==> config.mk <==
export PLATFORM = sky130hd
export DESIGN_NAME = sr_ff_arbiter
export DESIGN_NICKNAME = d
export VERILOG_FILES = /design/src/rtl/sr_ff_pkg.sv /design/src/rtl/rr_pick2.sv /design/src/rtl/sr_ff_arbiter.sv
export SDC_FILE = /design/constraint.sdc
export NUM_CORES = 1
export LEC_CHECK = 0
export CORE_MARGIN = 4
export CORE_UTILIZATION = 49
export DETAILED_ROUTE_END_ITERATION = 12
export GPL_ROUTABILITY_DRIVEN = 0
export HOLD_SLACK_MARGIN = 0.03
export PLACE_DENSITY = 0.89
export SLEW_MARGIN = 20
export SYNTH_ARGS = -nofsm -noshare
export SYNTH_HDL_FRONTEND = slang
export SYNTH_SLANG_ARGS = --single-unit
==> constraint.sdc <==
create_clock -name i_clk -period 4.3 [get_ports i_clk]
set_input_delay 1.075 -clock i_clk [delete_from_list [all_inputs] [get_ports i_clk]]
set_output_delay 1.075 -clock i_clk [all_outputs]
set_load 0.1 [all_outputs]
==> src/rtl/sr_ff_pkg.sv <==
// Shared encodings for the SR flip-flop arbiter: FSM states, operation codes,
// settle counter width and the debug view of the controller state.
package sr_ff_pkg;

  localparam int CNT_W = 4;

  localparam logic [1:0] ST_IDLE   = 2'd0;
  localparam logic [1:0] ST_DRIVE  = 2'd1;
  localparam logic [1:0] ST_SETTLE = 2'd2;
  localparam logic [1:0] ST_CHECK  = 2'd3;

  localparam logic OP_SET = 1'b1;
  localparam logic OP_CLR = 1'b0;

  typedef struct packed {
    logic [1:0]       state;
    logic [CNT_W-1:0] cnt;
    logic             exp_bit;
    logic             last;
  } sr_ff_dbg_t;

endpackage

==> src/rtl/rr_pick2.sv <==
// Two-way round-robin selector: a lone request wins, on contention the
// requester that was not served last wins.
module rr_pick2 (
  input  logic [1:0] i_req,
  input  logic       i_last,
  output logic [1:0] o_pick
);

  always_comb begin
    o_pick = 2'b00;
    case (i_req)
      2'b01:   o_pick = 2'b01;
      2'b10:   o_pick = 2'b10;
      2'b11:   o_pick = i_last ? 2'b01 : 2'b10;
      default: o_pick = 2'b00;
    endcase
  end

endmodule

==> src/rtl/sr_ff_arbiter.sv <==
// Arbitrates two requesters onto one shared SR master-slave flip-flop:
// drive pulse, settle hold with R=S=0, then readback check of Q.
module sr_ff_arbiter
  import sr_ff_pkg::*;
#(
  parameter int unsigned SETTLE_CYC = 2,
  parameter bit          CHECK_EN   = 1'b1
) (
  input  logic       i_clk,
  input  logic       i_reset_l,
  input  logic [1:0] i_req,
  input  logic [1:0] i_op,
  input  logic       i_err_clr,
  input  logic       i_q_fb,
  output logic [1:0] o_gnt,
  output logic       o_r,
  output logic       o_s,
  output logic       o_done,
  output logic       o_err,
  output sr_ff_dbg_t o_dbg
);

  // Handshake: a requester raises REQ[i] and holds it; GNT[i] marks acceptance
  // and the one-cycle DONE pulse (with GNT still high) completes the operation.

  logic [1:0]       r_state;
  logic [CNT_W-1:0] r_cnt;
  logic             r_exp;
  logic             r_last;
  logic [1:0]       r_gnt;
  logic             r_r;
  logic             r_s;
  logic             r_done;
  logic             r_err;

  logic [1:0]       w_pick;
  logic [1:0]       w_state_nx;
  logic             w_start;
  logic             w_exp_next;
  logic             w_settle_end;
  logic             w_mismatch;

  rr_pick2 u_pick (
    .i_req  (i_req),
    .i_last (r_last),
    .o_pick (w_pick)
  );

  assign w_start      = (r_state == ST_IDLE) && (|i_req);
  assign w_exp_next   = |(i_op & w_pick);
  assign w_settle_end = (r_state == ST_SETTLE) && (r_cnt <= CNT_W'(1));
  assign w_mismatch   = CHECK_EN && (i_q_fb != r_exp);

  always_comb begin
    w_state_nx = r_state;
    case (r_state)
      ST_IDLE:   if (|i_req) w_state_nx = ST_DRIVE;
      ST_DRIVE:  w_state_nx = ST_SETTLE;
      ST_SETTLE: if (w_settle_end) w_state_nx = ST_CHECK;
      ST_CHECK:  w_state_nx = ST_IDLE;
      default:   w_state_nx = ST_IDLE;
    endcase
  end

  always_ff @(posedge i_clk or negedge i_reset_l) begin
    if (!i_reset_l) r_state <= ST_IDLE;
    else            r_state <= w_state_nx;
  end

  always_ff @(posedge i_clk or negedge i_reset_l) begin
    if (!i_reset_l)                               r_cnt <= '0;
    else if (w_start)                             r_cnt <= CNT_W'(SETTLE_CYC);
    else if (r_state == ST_SETTLE && r_cnt != '0) r_cnt <= r_cnt - CNT_W'(1);
  end

  // Operation type and winner are frozen at grant; later REQ/OP edges are ignored.
  always_ff @(posedge i_clk or negedge i_reset_l) begin
    if (!i_reset_l) begin
      r_exp  <= 1'b0;
      r_last <= 1'b1;
      r_gnt  <= 2'b00;
    end else if (w_start) begin
      r_exp  <= w_exp_next;
      r_last <= w_pick[1];
      r_gnt  <= w_pick;
    end else if (r_state == ST_CHECK) begin
      r_gnt  <= 2'b00;
    end
  end

  // Both drives derive from the same latched bit, so they can never overlap.
  always_ff @(posedge i_clk or negedge i_reset_l) begin
    if (!i_reset_l) begin
      r_s <= 1'b0;
      r_r <= 1'b0;
    end else begin
      r_s <= w_start && (w_exp_next == OP_SET);
      r_r <= w_start && (w_exp_next == OP_CLR);
    end
  end

  always_ff @(posedge i_clk or negedge i_reset_l) begin
    if (!i_reset_l) r_done <= 1'b0;
    else            r_done <= w_settle_end;
  end

  always_ff @(posedge i_clk or negedge i_reset_l) begin
    if (!i_reset_l)                             r_err <= 1'b0;
    else if (r_state == ST_CHECK && w_mismatch) r_err <= 1'b1;
    else if (i_err_clr)                         r_err <= 1'b0;
  end

  a_rs_excl: assert property (@(posedge i_clk) disable iff (!i_reset_l) !(r_r && r_s));

  assign o_gnt  = r_gnt;
  assign o_r    = r_r;
  assign o_s    = r_s;
  assign o_done = r_done;
  assign o_err  = r_err;
  assign o_dbg  = '{state: r_state, cnt: r_cnt, exp_bit: r_exp, last: r_last};

endmodule

==> impl_metrics.env <==
export IMPL_dpl_hpwl_mm=1.24
export IMPL_yosys_cell_count_top_type="sky130_fd_sc_hd__dfrtp_1"
export IMPL_vias_per_cell=5.18
export IMPL_post_route_setup_tns_ns=0
export IMPL_post_route_min_period_ns=3.06
export IMPL_grt_setup_unrepaired="false"
export IMPL_first_pass_grt_wire_length_mm=2.68
export IMPL_row_count=14
export IMPL_ys_warnings_count=0
export IMPL_die_width_um=47.9
export IMPL_ys_ff_latch=14
export IMPL_sequential_cell_area_sq_um=352
export IMPL_cpMaxStageDelayCell="sky130_fd_sc_hd__clkdlybuf4s50_1"
export IMPL_grt_util_met2_pct=27.4
export IMPL_io_pins=22
export IMPL_synth_cells_most_frequent="13 x sky130_fd_sc_hd__dfrtp_1, 11 x sky130_fd_sc_hd__nand2_1, 7 x sky130_fd_sc_hd__ha_1, 5 x sky130_fd_sc_hd__inv_1"
export IMPL_slew_headroom_pct=34.8
export IMPL_flow_area_growth_from_synthesis_pct=32.6
export IMPL_synth_ff_type="sky130_fd_sc_hd__dfrtp_1"
export IMPL_starting_density_of_the_core_pct=51.7
export IMPL_worst_path_dominant_cell_family="buffers and inverters"
export IMPL_core_area_sq_um=1510
export IMPL_critPathCaptureType="output port"
export IMPL_synth_top_cell_by_area="sky130_fd_sc_hd__dfrtp_1"
export IMPL_ant_nets=0
export IMPL_synth_top_area_share_pct=41.8
export IMPL_critPathBufInv=1
export IMPL_worstPathMaxFanout=5
export IMPL_global_route_peak_usage_layer="met2"
export IMPL_run_status="completed"
export IMPL_clock_tree_buffer_depth=2
export IMPL_drt_wirelength_per_cell_um=13.7
export IMPL_timing_worst_setup_path_type="register to output port"
export IMPL_worst_pin_slew_ns=0.974
export IMPL_drive_above_1_share_pct=10.1
export IMPL_timing_final_max_slew_violations=0
export IMPL_post_route_period_util_pct=71.1
export IMPL_grt_pass1_vias=586
export IMPL_worst_r2r_setup_slack_ns=2.58
export IMPL_synth_area_per_cell_sq_um=10.2
export IMPL_worst_setup_hold_path_clk_slew_ns=0.09
export IMPL_slowest_delay_ns=1.13
export IMPL_synthCells=76
export IMPL_layout_filler_cells=106
export IMPL_overflow=0
export IMPL_worst_skew_pair_late_latency_ns=0.28
export IMPL_max_cap_viol_count=0
export IMPL_synth_async_sr_flop_share_pct=100
export IMPL_nets=115
export IMPL_tritoncts_num_buffers=3
export IMPL_multiInputGateArea_sq_um=388
export IMPL_critical_path_cell_chain="clkdlybuf4s50_1"
export IMPL_drt_iter0_markers=9
export IMPL_setup_viol_count_final=0
export IMPL_postSynthNetCount=91
export IMPL_die_height_um=47.9
export IMPL_fmaxAchievable_mhz=327
export IMPL_use_met3_pct=5.64
export IMPL_grt_start_max_net_pins=15
export IMPL_h_tree_depth=1
export IMPL_clock_skew_ns=0.00350
export IMPL_die_area_sq_um=2290
export IMPL_detail_route_drc_violations=0
export IMPL_library_cells_used_by_synthesis=32
export IMPL_grt_antenna_before_repair=0
export IMPL_firstDrtPassIters=4
export IMPL_cts_repair_resized=0
export IMPL_grt_use_total_pct=17.3
export IMPL_post_cts_buffers=0
export IMPL_timing_final_hold_violations=0
export IMPL_critPathLaunchType="register"
export IMPL_n_antenna_cell=0
export IMPL_yosys_top_cells_area="sky130_fd_sc_hd__dfrtp_1 42%, sky130_fd_sc_hd__ha_1 11%, sky130_fd_sc_hd__nand2_1 5.3%, sky130_fd_sc_hd__dfstp_2 3.4%, sky130_fd_sc_hd__nand3b_1 2.9%"
export IMPL_mappedNetlistArea_sq_um=778
export IMPL_wirelength_mm=1.58
export IMPL_seq_area_frac_synth_pct=45.2
export IMPL_clkSinkCount=14
export IMPL_grtUsageMet1_pct=21.0
export IMPL_synth_enable_flop_cells=0
export IMPL_vias=596
export IMPL_worstPathArrival_ns=1.98
export IMPL_cts_root_buf="sky130_fd_sc_hd__clkbuf_4"
export IMPL_class_of_the_tightest_hold_or_removal_check="register to register"
export IMPL_cts_hold_fix_buffers=0
export IMPL_tritoncts_clock_tree="yes"
export IMPL_portBuffers=21
export IMPL_cp_data_required_time_ns=3.22
cells by family after synthesis:
family,share of synthesized area [%]
AOI/OAI and AO/OA,10.3
and+or+nand+nor,21.2
muxes,5.95
xor gates and xnor gates,1.13
adders and majority gates,11.3
buffers and inverters,4.98
DFF,45.2
placed cells by master (no fill, tap or decap), types with 3 or more instances in the layout:
| master | instances |
|---|---|
| sky130_fd_sc_hd__o21ai_0 | 3 |
| sky130_fd_sc_hd__clkdlybuf4s50_1 | 21 |
| sky130_fd_sc_hd__nand3b_1 | 3 |
| sky130_fd_sc_hd__dfrtp_1 | 13 |
| sky130_fd_sc_hd__ha_1 | 7 |
| sky130_fd_sc_hd__nor2_1 | 3 |
| sky130_fd_sc_hd__nand2_1 | 11 |
| sky130_fd_sc_hd__clkbuf_4 | 3 |
| sky130_fd_sc_hd__inv_1 | 5 |
stage by stage:
step	setup slack, ns	std cells	instance area (sq um)	hold WS [ns]	util (%)
2_1_floorplan	2.05	76	778	0.515	-
3_3_place_gp	1.56	111	996	0.488	66.1
3_5_place_dp	1.55	111	996	0.505	66.1
4_1_cts	1.23	115	1030	0.540	68.5
5_1_grt	1.19	115	1030	0.568	68.5
6_report	1.24	115	1030	0.542	68.5
path summary, 6_finish.rpt:
path | from | to | cells past startpoint
worst max-delay path | r_last | o_dbg[0] | 1
worst min-delay path | o_err | o_err | 2
worst max register to register | r_state[0] | r_state[0] | 5
worst min register to register | o_err | o_err | 2
max in group asynchronous | i_reset_l | r_cnt[3] | 1
min in group asynchronous | i_reset_l | r_exp | 1
state kept, by name, indices dropped and copies added (netlist names):
register,cells
r_cnt,4
r_state,2
o_done,1
o_err,1
r_exp,1
o_gnt,2
r_last,1
o_r,1
o_s,1
layout make-up:
| type | count | share of cell area, % |
|---|---|---|
| sequential | 14 | 34.1 |
| multi-input combinational | 54 | 37.6 |
| timing repair buffer | 22 | 21.1 |
| tap | 16 | 1.94 |
| clock buffer | 4 | 3.52 |
| inverter | 5 | 1.82 |
worst reg2reg max path: cells and delay by family (launching register included):
family	cells	cell delay [ns]
simple gates	1	0.42
flops	1	0.41
mux	1	0.31
fa+ha+maj	1	0.27
buf+inv	1	0.16
compound gates	1	0.09
metal layers:
metal	up-vias	routed length [um]
met5	-	0
met2	15	809
met4	0	0
li1	306	-
met3	0	77
met1	275	694
Power is not shown: default switching activity piles up to over one toggle a cycle in this logic, so the estimate is an artifact.
